<file path="src/rtl/vdp_line_int_pkg.sv">
// Shared constants and types for the multi-channel raster line interrupt block.
// Optional per-channel miss counters are enabled with VDP_LINE_INT_MISS_COUNT_EN.
package vdp_line_int_pkg;

  localparam int MISS_W     = 4;
  localparam int MISS_MAX   = (1 << MISS_W) - 1;
  localparam int LINE_W_DEF = 9;

  typedef struct packed {
    logic [LINE_W_DEF-1:0] line_cmp;
    logic                  ie;
    logic                  oneshot;
    logic                  armed;
  } line_ch_cfg_t;

endpackage

</file>
<file path="src/rtl/vdp_line_int_ch.sv">
// One line-compare channel: match detection, sticky flag, one-shot arming and,
// with VDP_LINE_INT_MISS_COUNT_EN defined, a saturating missed-interrupt counter.
module vdp_line_int_ch
  import vdp_line_int_pkg::*;
#(
  parameter int LINE_W = LINE_W_DEF
) (
  input  logic              clk,
  input  logic              reset,
  input  logic              line_start,
  input  logic [LINE_W-1:0] cmp_line,
  input  logic              wr,
  input  logic [LINE_W-1:0] wr_line,
  input  logic              wr_ie,
  input  logic              wr_oneshot,
  input  logic              rd,
  output logic              flag,
  output logic              ie
`ifdef VDP_LINE_INT_MISS_COUNT_EN
  ,
  output logic [MISS_W-1:0] miss
`endif
);

  logic [LINE_W-1:0] line_cmp;
  logic              oneshot;
  logic              armed;
  logic              match;

  // The match always sees the configuration from before a same-cycle write.
  assign match = line_start && (cmp_line == line_cmp) && armed;

  always_ff @(posedge clk or posedge reset) begin
    if (reset) begin
      line_cmp <= '0;
      ie       <= 1'b0;
      oneshot  <= 1'b0;
      armed    <= 1'b1;
      flag     <= 1'b0;
    end else begin
      // A write re-arms even when a one-shot match fires in the same cycle.
      if (wr) begin
        line_cmp <= wr_line;
        ie       <= wr_ie;
        oneshot  <= wr_oneshot;
        armed    <= 1'b1;
      end else if (match && oneshot) begin
        armed <= 1'b0;
      end
      // Set beats clear so a read racing a match never loses the event.
      if (match) begin
        flag <= 1'b1;
      end else if (rd) begin
        flag <= 1'b0;
      end
    end
  end

`ifdef VDP_LINE_INT_MISS_COUNT_EN
  always_ff @(posedge clk or posedge reset) begin
    if (reset) begin
      miss <= '0;
    end else if (rd) begin
      miss <= (match && flag) ? MISS_W'(1) : '0;
    end else if (match && flag && (miss != MISS_W'(MISS_MAX))) begin
      miss <= miss + MISS_W'(1);
    end
  end
`endif

endmodule

</file>
<file path="src/rtl/vdp_line_interrupt.sv">
// Multi-channel raster line interrupt generator (generalised R#19/IE1/FH).
// Define VDP_LINE_INT_MISS_COUNT_EN to add per-channel miss counters and status_miss.
module vdp_line_interrupt
  import vdp_line_int_pkg::*;
#(
  parameter int NUM_CH = 2,
  parameter int LINE_W = 9,
  parameter int CH_W   = (NUM_CH > 1) ? $clog2(NUM_CH) : 1
) (
  input  logic              clk,
  input  logic              reset,
  input  logic              line_start,
  input  logic [LINE_W-1:0] v_count,
  input  logic [LINE_W-1:0] line_offset,
  input  logic              reg_wr,
  input  logic [CH_W-1:0]   reg_ch,
  input  logic [LINE_W-1:0] reg_line,
  input  logic              reg_ie,
  input  logic              reg_oneshot,
  input  logic              status_rd,
  input  logic [CH_W-1:0]   status_ch,
  output logic              status_flag,
  output logic [NUM_CH-1:0] int_flags,
  output logic              intr
`ifdef VDP_LINE_INT_MISS_COUNT_EN
  ,
  output logic [MISS_W-1:0] status_miss
`endif
);

  logic [LINE_W-1:0] cmp_line;
  logic [NUM_CH-1:0] wr_sel;
  logic [NUM_CH-1:0] rd_sel;
  logic [NUM_CH-1:0] flags;
  logic [NUM_CH-1:0] ies;
  logic              sel_flag;

  // Scrolled line number; the sum wraps naturally at LINE_W bits.
  assign cmp_line  = v_count + line_offset;
  assign int_flags = flags;

`ifdef VDP_LINE_INT_MISS_COUNT_EN
  logic [MISS_W-1:0] miss_ch [NUM_CH];
  logic [MISS_W-1:0] sel_miss;
`endif

  for (genvar gi = 0; gi < NUM_CH; gi++) begin : g_ch
    // Out-of-range channel numbers match no decoder, so they write/clear nothing.
    assign wr_sel[gi] = reg_wr && (reg_ch == CH_W'(gi));
    assign rd_sel[gi] = status_rd && (status_ch == CH_W'(gi));

    vdp_line_int_ch #(
      .LINE_W(LINE_W)
    ) u_ch (
      .clk        (clk),
      .reset      (reset),
      .line_start (line_start),
      .cmp_line   (cmp_line),
      .wr         (wr_sel[gi]),
      .wr_line    (reg_line),
      .wr_ie      (reg_ie),
      .wr_oneshot (reg_oneshot),
      .rd         (rd_sel[gi]),
      .flag       (flags[gi]),
      .ie         (ies[gi])
`ifdef VDP_LINE_INT_MISS_COUNT_EN
      ,
      .miss       (miss_ch[gi])
`endif
    );
  end

  always_comb begin
    sel_flag = 1'b0;
`ifdef VDP_LINE_INT_MISS_COUNT_EN
    sel_miss = '0;
`endif
    for (int i = 0; i < NUM_CH; i++) begin
      if (status_ch == CH_W'(i)) begin
        sel_flag = flags[i];
`ifdef VDP_LINE_INT_MISS_COUNT_EN
        sel_miss = miss_ch[i];
`endif
      end
    end
  end

  // Status readback and interrupt request, one register stage after the flags.
  always_ff @(posedge clk or posedge reset) begin
    if (reset) begin
      status_flag <= 1'b0;
      intr        <= 1'b0;
    end else begin
      status_flag <= sel_flag;
      intr        <= |(flags & ies);
    end
  end

`ifdef VDP_LINE_INT_MISS_COUNT_EN
  always_ff @(posedge clk or posedge reset) begin
    if (reset) begin
      status_miss <= '0;
    end else begin
      status_miss <= sel_miss;
    end
  end
`endif

endmodule

</file>
<file path="config.mk">
export PLATFORM = sky130hd
export DESIGN_NAME = vdp_line_interrupt
export DESIGN_NICKNAME = d
export VERILOG_FILES = /design/src/rtl/vdp_line_int_pkg.sv /design/src/rtl/vdp_line_int_ch.sv /design/src/rtl/vdp_line_interrupt.sv
export SDC_FILE = /design/constraint.sdc
export NUM_CORES = 1
export LEC_CHECK = 0
export ABC_AREA = 1
export BUFFER_PORTS_ARGS = -buffer_cell sky130_fd_sc_hd__buf_4
export CAP_MARGIN = 20
export CELL_PAD_IN_SITES_DETAIL_PLACEMENT = 1
export CELL_PAD_IN_SITES_GLOBAL_PLACEMENT = 1
export CORE_UTILIZATION = 25
export CTS_BUF_LIST = sky130_fd_sc_hd__clkbuf_16
export CTS_CLUSTER_SIZE = 40
export DETAILED_ROUTE_END_ITERATION = 7
export PLACE_DENSITY_LB_ADDON = 0.1
export SKIP_CTS_REPAIR_TIMING = 1
export SYNTH_ARGS = -nofsm -noshare
export SYNTH_HDL_FRONTEND = slang
export SYNTH_SLANG_ARGS = --single-unit
</file>
<file path="constraint.sdc">
create_clock -name clk -period 3.25 [get_ports clk]
set_input_delay 0.65 -clock clk [delete_from_list [all_inputs] [get_ports clk]]
set_output_delay 0.65 -clock clk [all_outputs]
set_load 0.05 [all_outputs]
</file>
---- Yosys cells after proc, flatten, opt, wreduce, memory -nomap -nowiden ----
Cells that the tools add are included.
storage, ports and cells
  register bits ........................... 28
  input bits .............................. 36
  output and inout port bits .............. 4
operators by class
  add/subtract/negate cells ............... 1
  equal/unequal tests ..................... 2
  multiplexer cells ....................... 9
  bitwise gates (word level) .............. 3
  reductions and logical operators ........ 15
operator list
  cell                 count
  $eq A9 B9 Y1         2
  $logic_and A1 B1 Y1  10
  $add A9 B9 Y9        1
  $mux W1              9
  $reduce_bool A2 Y1   4
  $and A2 B2 Y2        1
  $not A1 Y1           2
  $reduce_or A2 Y1     1

---- Depth between registers and ports, before layout ----
Gate-level depths: netlist of the first run.
  word-level depth ........................ 7
  depth in mapped cells ................... 16
  gate-level depth less buffers ........... 16

---- Cells and area by module ----
Synthesis of the first run repeated with hierarchy kept, for this count alone.
second synthesis, totals
  cells, all modules ...................... 272
  area, all modules ....................... 1844.3 sq um
by module, submodules not included
  module              times used  cells each  area each (sq um)
  vdp_line_int_ch     2           94          661.9
  vdp_line_interrupt  1           84          520.5

---- Least setup slack after synthesis of the first run ----
Ideal clock, no wire load.
  path type ............................... input to register
  from .................................... in v_count[0]
  to ...................................... reg g_ch[0].u_ch.flag
  library setup time ...................... 0.074 ns
  arrival ................................. 2.114 ns
  path slack .............................. 1.062 ns
  cell stages on the path ................. 14
  cell sequence ........................... ha_1 inv_1 fa_1 nand2_1 nand2_1 nor2_1 nand2_1 nor2_1 nand2_1 nor2_1 nand2_1 nor2_2 nand3_1 o21ai_2
on the way
  longest elaborated chain between the ends .. 5
  elaborated cells between the ends (all ways) .. 6
  those cells by class .................... add/sub (1); eq/ne (1); mux (1); reduce/logical (3)
RTL lines
  element                                               RTL line                  source
  from (decl)                                           vdp_line_interrupt.sv:13  input logic [LINE_W-1:0] v_count,
  $add A9 B9 Y9 *                                       vdp_line_interrupt.sv:39  assign cmp_line = v_count + line_offset;
  $eq A9 B9 Y1 *                                        vdp_line_int_ch.sv:31     assign match = line_start && (cmp_line == line_cmp) && armed;
  $logic_and A1 B1 Y1 * (2 in series)                   vdp_line_int_ch.sv:31
  $mux W1 / $reduce_bool A2 Y1 (equally long branches)  n/a
  to (signal assigned)                                  vdp_line_int_ch.sv:39     flag <= 1'b0;
  to (signal assigned)                                  vdp_line_int_ch.sv:52     flag <= 1'b1;
  to (signal assigned)                                  vdp_line_int_ch.sv:54     flag <= 1'b0;
  to (decl)                                             vdp_line_int_ch.sv:17     output logic flag,
Mark *: on every way between the ends. The rest lies on a longest branch, timed or not.
A chain may end at the register's enable or synchronous reset.

---- Final worst setup path of the first run ----
Ends and elaborated chain as after synthesis.

==> results of run 1 <==
-- worst register-to-register path, stage by stage, from the launching register on --
cell	delay, ns
dfrtp_1	0.40
nand2_1	0.07
nand2_1	0.05
nor2_1	0.08
nand2_1	0.07
nor2_1	0.11
nand2_1	0.06
nor2_1	0.08
nand2_1	0.08
nor2_2	0.12
nand3_1	0.09
o21ai_2	0.11
-- report_power, final --
part | switching [mW] | internal (mW) | leakage, nW
Combinational | 0.162 | 0.114 | 0.921
Clock | 0.125 | 0.246 | 0.0511
Sequential | 0.0222 | 0.384 | 0.344
Total | 0.309 | 0.744 | 1.32
-- through the flow --
| stage | total power, mW | hold slack (ns) | cells |
|---|---|---|---|
| detailed placement | 0.695 | 0.475 | 403 |
| floorplan | 0.600 | 0.448 | 269 |
| global route | 1.13 | 0.487 | 407 |
| finish | 1.05 | 0.445 | 407 |
| CTS | 1.07 | 0.467 | 407 |
| global placement | 0.690 | 0.468 | 403 |
-- state kept, by name, summed over array words and instances (netlist names) --
name                count
g_ch.u_ch.armed         2
g_ch.u_ch.flag          2
g_ch.u_ch.ie            2
g_ch.u_ch.line_cmp     18
g_ch.u_ch.oneshot       2
intr                    1
status_flag             1
-- cell usage in the layout, fill, tap and decap left out, types with 3 or more instances in the layout --
cell type,n
dfrtp_1,26
nand2_1,74
o21ai_0,18
nand3b_1,5
buf_4,41
inv_1,47
ha_1,8
xor2_1,3
nand3_1,34
clkbuf_16,3
a21oi_1,7
nor2_1,16
nand2_2,7
-- how the worst max path moves through the flow --
stage / startpoint / endpoint / slack [ns] / cells past startpoint
2_1_floorplan: v_count[0] / g_ch[0].u_ch.flag / 1.06 / 14
3_3_place_gp: v_count[0] / g_ch[0].u_ch.flag / 0.72 / 15
3_5_place_dp: v_count[0] / g_ch[0].u_ch.flag / 0.70 / 15
4_1_cts: v_count[0] / g_ch[0].u_ch.flag / 0.99 / 15
5_1_grt: v_count[0] / g_ch[0].u_ch.flag / 0.79 / 15
6_report: v_count[0] / g_ch[0].u_ch.flag / 1.03 / 15
-- cell type report --
type | count | area share [%]
Clock inverter | 1 | 1.25
Multi-Input combinational cell | 188 | 41.2
Timing Repair Buffer | 41 | 12.8
Clock buffer | 3 | 3.12
Tap cell | 99 | 5.14
Sequential cell | 28 | 29.2
Inverter | 47 | 7.32
-- kinds of logic (layout without fill, tap and decap cells) --
logic type,Yosys count,count (layout)
and+or+nand+nor,142,142
muxes,2,2
AOI/OAI and AO/OA,31,31
adders and majority gates,9,9
DFF,28,28
xor gates and xnor gates,4,4
buffers and inverters,53,92
-- per-layer routing --
metal  wire, um  vias up
met5          0        -
met4         63        0
met3        155        5
met2       2060       30
met1       2500      797
li1           -      924
==> results.sh, run 1 <==
export IMPL_via_per_inst=4.31
export IMPL_cts_tree="built"
export IMPL_dieArea_um2=7970
export IMPL_peakVddDrop_uv=185
export IMPL_grtUsageMet1_pct=18.9
export IMPL_placed_area_um2=2300
export IMPL_netlist_area_um2=1900
export IMPL_max_freq_ghz=0.450
export IMPL_yosys_area_share_simple_pct=33.7
export IMPL_rows=31
export IMPL_critPathTopFamily="simple AND/OR/NAND/NOR gates"
export IMPL_drt_initial_drc_count=57
export IMPL_hold_viol_final=0
export IMPL_drt_total_wl_mm=4.78
export IMPL_syn_inst=269
export IMPL_synth_warnings=0
export IMPL_avgSynthCellArea_um2=7.07
export IMPL_reg2reg_to="g_ch[0].u_ch.flag"
export IMPL_status="finished, final reports clean"
export IMPL_clock_path_buffers=2
export IMPL_ys_top_cells_by_area="dfrtp_1, nand2_1, inv_1"
export IMPL_worst_ep_arrival_time_ns=2.42
export IMPL_relSlewSlack_pct=56.1
export IMPL_startpoint_type="primary input"
export IMPL_synth_most_common_cell="nand2_1"
export IMPL_worst_path_buf_inv=2
export IMPL_ant_nets=0
export IMPL_drc=0
export IMPL_place_ws_ns=0.703
export IMPL_power_leakage_nw=1.32
export IMPL_grt_pass1_vias=1757
export IMPL_powerDensity_nw_per_um2=437
export IMPL_numCtsBuffers=3
export IMPL_synth_async_reset_ratio_pct=100
export IMPL_use_met3_pct=1.66
export IMPL_finalCoreUtilization_pct=33.0
export IMPL_io_buffers=39
export IMPL_area_growth_pct=26.6
export IMPL_clock_sinks=28
export IMPL_diodes=0
export IMPL_synthTopCellsByCount="nand2_1, inv_1, nand3_1"
export IMPL_reg2reg_from="g_ch[0].u_ch.line_cmp[1]"
export IMPL_yosys_area_share_adder_pct=6.31
export IMPL_crit_slowest_cell="fa_1"
export IMPL_setup_slack_ns=1.03
export IMPL_timing_final_crit_share_pct=68.4
export IMPL_die_w_um=89.3
export IMPL_yosysSeqAreaShare_pct=36.9
export IMPL_cp_max_fo=3
export IMPL_firstDrtPassIters=4
export IMPL_synth_edf_count=0
export IMPL_antenna_found_initial=0
export IMPL_grtUsageMet2_pct=21.2
export IMPL_synth_top_cell_by_area="dfrtp_1"
export IMPL_dp_hpwl_mm=3.87
export IMPL_min_period_ns=2.22
export IMPL_synth_area_mux_share_pct=1.18
export IMPL_grt_setup_unrepaired="no"
export IMPL_rr_worst_depth=11
export IMPL_fill_cells=955
export IMPL_synth_xor_area_share_pct=1.84
export IMPL_fin_worst_skew_ns=0.00350
export IMPL_max_stage_delay_ns=0.47
export IMPL_fin_area_um2=2410
export IMPL_nets=354
export IMPL_die_y_um=89.3
export IMPL_gr_max_usage_layer="met2"
export IMPL_io_pins=40
export IMPL_synth_compound_area_share_pct=9.20
export IMPL_worstSkewPairLatency_ns=0.27
export IMPL_end_kind="flop"
export IMPL_crit_required_ns=3.45
export IMPL_grtUsageTotal_pct=13.3
export IMPL_timing_setup_tns_ns=0
export IMPL_worstHoldPathType="in2async"
export IMPL_drt_wirelength_per_cell_um=11.8
export IMPL_clockRootBuffer="clkbuf_16"
export IMPL_path_cells="buf_4, ha_1, inv_1, fa_1, nand2_1, nand2_1, nor2_1, nand2_1, nor2_1, nand2_1, nor2_1, nand2_1, nor2_2, nand3_1, o21ai_2"
export IMPL_grt_pass1_wl_mm=8.03
export IMPL_path_clk_slew_ns=0.07
export IMPL_path_class="in2reg"
export IMPL_setup_violations=0
export IMPL_multi_input_area_um2=993
export IMPL_drive_gt1_share_pct=20.8
export IMPL_synth_top_family_by_area="simple AND/OR/NAND/NOR gates"
export IMPL_synth_flop_cell="dfrtp_1"
export IMPL_worst_slew_pin_slew_ns=0.657
export IMPL_regToRegSetupSlack_ns=1.86
export IMPL_core_region_area_um2=7290
export IMPL_gr_total_overflow=0
export IMPL_place_gp_congestion=0.720
export IMPL_drv_cap=0
export IMPL_synth_nets=314
export IMPL_synth_top_area_share_pct=34.2
export IMPL_regArea_um2=703
export IMPL_initial_core_util_pct=26.1
export IMPL_finalMaxSlewViolations=0
export IMPL_path_common_cell="nand2_1"
export IMPL_grt_max_degree=29
export IMPL_via_count=1756
export IMPL_synth_seq_cells=28
export IMPL_synth_cell_types=26
export IMPL_cts_max_level=1
No activity file was read; power rests on OpenSTA's default activity.
==> run 2: changes to the inputs <==
- clock period: 3.25 -> 2.1 ns (I/O delays scaled with it)
==> run 2 against run 1 <==
Design area is 3.7% higher. First-iteration DRC count is 11% lower. Clock skew hardly changed. Global-route usage is 0.36 points higher. Sequential power is 55% higher. Critical endpoint unchanged. Highest routed layer unchanged.
==> results.sh, run 2 (synthesis results as in run 1) <==
export IMPL_dp_hpwl_mm=4.15
export IMPL_met2_length_mm=2.28
export IMPL_drt_total_wl_mm=4.95
export IMPL_grtUsageTotal_pct=13.7
export IMPL_worstSkewPairLatency_ns=0.26
export IMPL_setup_violations=0
export IMPL_worst_slew_pin_slew_ns=0.412
export IMPL_startpoint_type="primary input"
export IMPL_regMostFlops="g_ch.u_ch.line_cmp"
export IMPL_drive_gt1_share_pct=25.1
export IMPL_path_class="in2reg"
export IMPL_drt_wirelength_per_cell_um=12.0
export IMPL_antenna_found_initial=0
export IMPL_hold_viol_final=0
export IMPL_powerDensity_nw_per_um2=661
export IMPL_drv_cap=0
export IMPL_finalCoreUtilization_pct=34.3
export IMPL_final_cells=414
export IMPL_die_y_um=89.3
export IMPL_worst_ep_arrival_time_ns=2.18
export IMPL_end_kind="flop"
export IMPL_met1Wirelength_mm=2.44
export IMPL_timing_final_crit_share_pct=94.6
export IMPL_io_pins=40
export IMPL_power_mw=1.65
export IMPL_die_w_um=89.3
export IMPL_initial_core_util_pct=26.1
export IMPL_numCtsBuffers=3
export IMPL_rows=31
export IMPL_grt_pass1_vias=1770
export IMPL_worstHoldPathType="in2async"
export IMPL_peakVddDrop_uv=389
export IMPL_ant_nets=0
export IMPL_grt_pass1_wl_mm=8.27
export IMPL_dieArea_um2=7970
export IMPL_top_layer_used="met4"
export IMPL_firstDrtPassIters=4
export IMPL_gr_total_overflow=0
export IMPL_dr_wl_met3_um=183
export IMPL_cp_max_fo=3
export IMPL_via_per_inst=4.30
export IMPL_min_period_ns=1.99
export IMPL_via_count=1780
export IMPL_grt_max_degree=29
export IMPL_max_freq_ghz=0.503
export IMPL_finalMaxSlewViolations=0
export IMPL_clock_sinks=28
export IMPL_cts_max_level=1
export IMPL_final_cell_mix="nand2_1, inv_1, buf_4, nand3_1, dfrtp_1"
export IMPL_numPlacedInstances=408
export IMPL_status="finished, final reports clean"
export IMPL_final_common_cell="nand2_1"
export IMPL_cts_tree="built"
export IMPL_nets=361
export IMPL_place_gp_congestion=0.747
export IMPL_io_buffers=39
export IMPL_fin_worst_skew_ns=0.00309
export IMPL_drt_initial_drc_count=51
export IMPL_path_clk_slew_ns=0.07
export IMPL_power_leakage_nw=1.35
export IMPL_core_region_area_um2=7290
export IMPL_clockRootBuffer="clkbuf_16"
export IMPL_grt_setup_unrepaired="yes"
export IMPL_largest_reg_flops=18
export IMPL_drc=0
export IMPL_crit_required_ns=2.29
export IMPL_area_growth_pct=31.4
export IMPL_relSlewSlack_pct=72.5
export IMPL_clock_path_buffers=2
export IMPL_diodes=0
-- run 2: cell count changes in the layout (fill, tap and decap cells not counted), sizes merged --
cell / delta
buf: +7
-- run 2: worst paths after layout --
check / depth (start not counted) / slack, ns / startpoint / to
max in group asynchronous: 3 / 1.57 / reset / g_ch[0].u_ch.armed
min in group clk: 3 / 0.38 / reg_line[0] / g_ch[0].u_ch.line_cmp[0]
worst min register to register: 2 / 0.49 / g_ch[1].u_ch.oneshot / g_ch[1].u_ch.oneshot
worst max register to register: 11 / 0.62 / g_ch[0].u_ch.line_cmp[1] / g_ch[0].u_ch.flag
worst max-delay path: 15 / 0.11 / line_offset[0] / g_ch[0].u_ch.flag
worst min-delay path: 3 / 0.22 / reset / g_ch[1].u_ch.line_cmp[8]
-- run 2: per-stage QoR --
stage	hold WS, ns	setup slack (ns)	area (um^2)	TNS (ns)
2_1_floorplan	0.448	0.142	1900	0
3_3_place_gp	0.471	-0.195	2340	-0.534
3_5_place_dp	0.475	-0.233	2340	-0.705
4_1_cts	0.236	0.0224	2450	0
5_1_grt	0.253	-0.0743	2500	-0.111
6_report	0.222	0.113	2500	0
-- run 2: critical path, cell delays in order --
cell and delay [ns]:
buf_6 0.10, ha_4 0.15, inv_2 0.05, fa_2 0.46
nand2_2 0.09, nand2_2 0.05, nor2_2 0.09, nand2_1 0.05
nor2_1 0.09, nand2_1 0.06, nor2_1 0.10, nand2_1 0.08
nor2_2 0.16, nand3_2 0.09, o21ai_2 0.14
-- run 2: final cells by class --
class                   count  area [um^2]
clock inverters             1         30.0
fillers                   949         4790
inverters                  47          176
well taps                  99          124
flip-flops and latches     28          703
multi-input cells         188         1020
repair buffers             48          368
clock buffers               3         75.1
-- run 2: where the power goes --
| part | switching (mW) | internal, mW |
|---|---|---|
| Combinational | 0.260 | 0.196 |
| Clock | 0.184 | 0.380 |
| Sequential | 0.0362 | 0.595 |
-- run 2: per-layer routing --
| metal | up-vias | global-route usage, % |
|---|---|---|
| met5 | - | 0 |
| met4 | 0 | 3.90 |
| met2 | 36 | 22.6 |
| met3 | 5 | 2.03 |
| li1 | 939 | - |
| met1 | 800 | 18.6 |
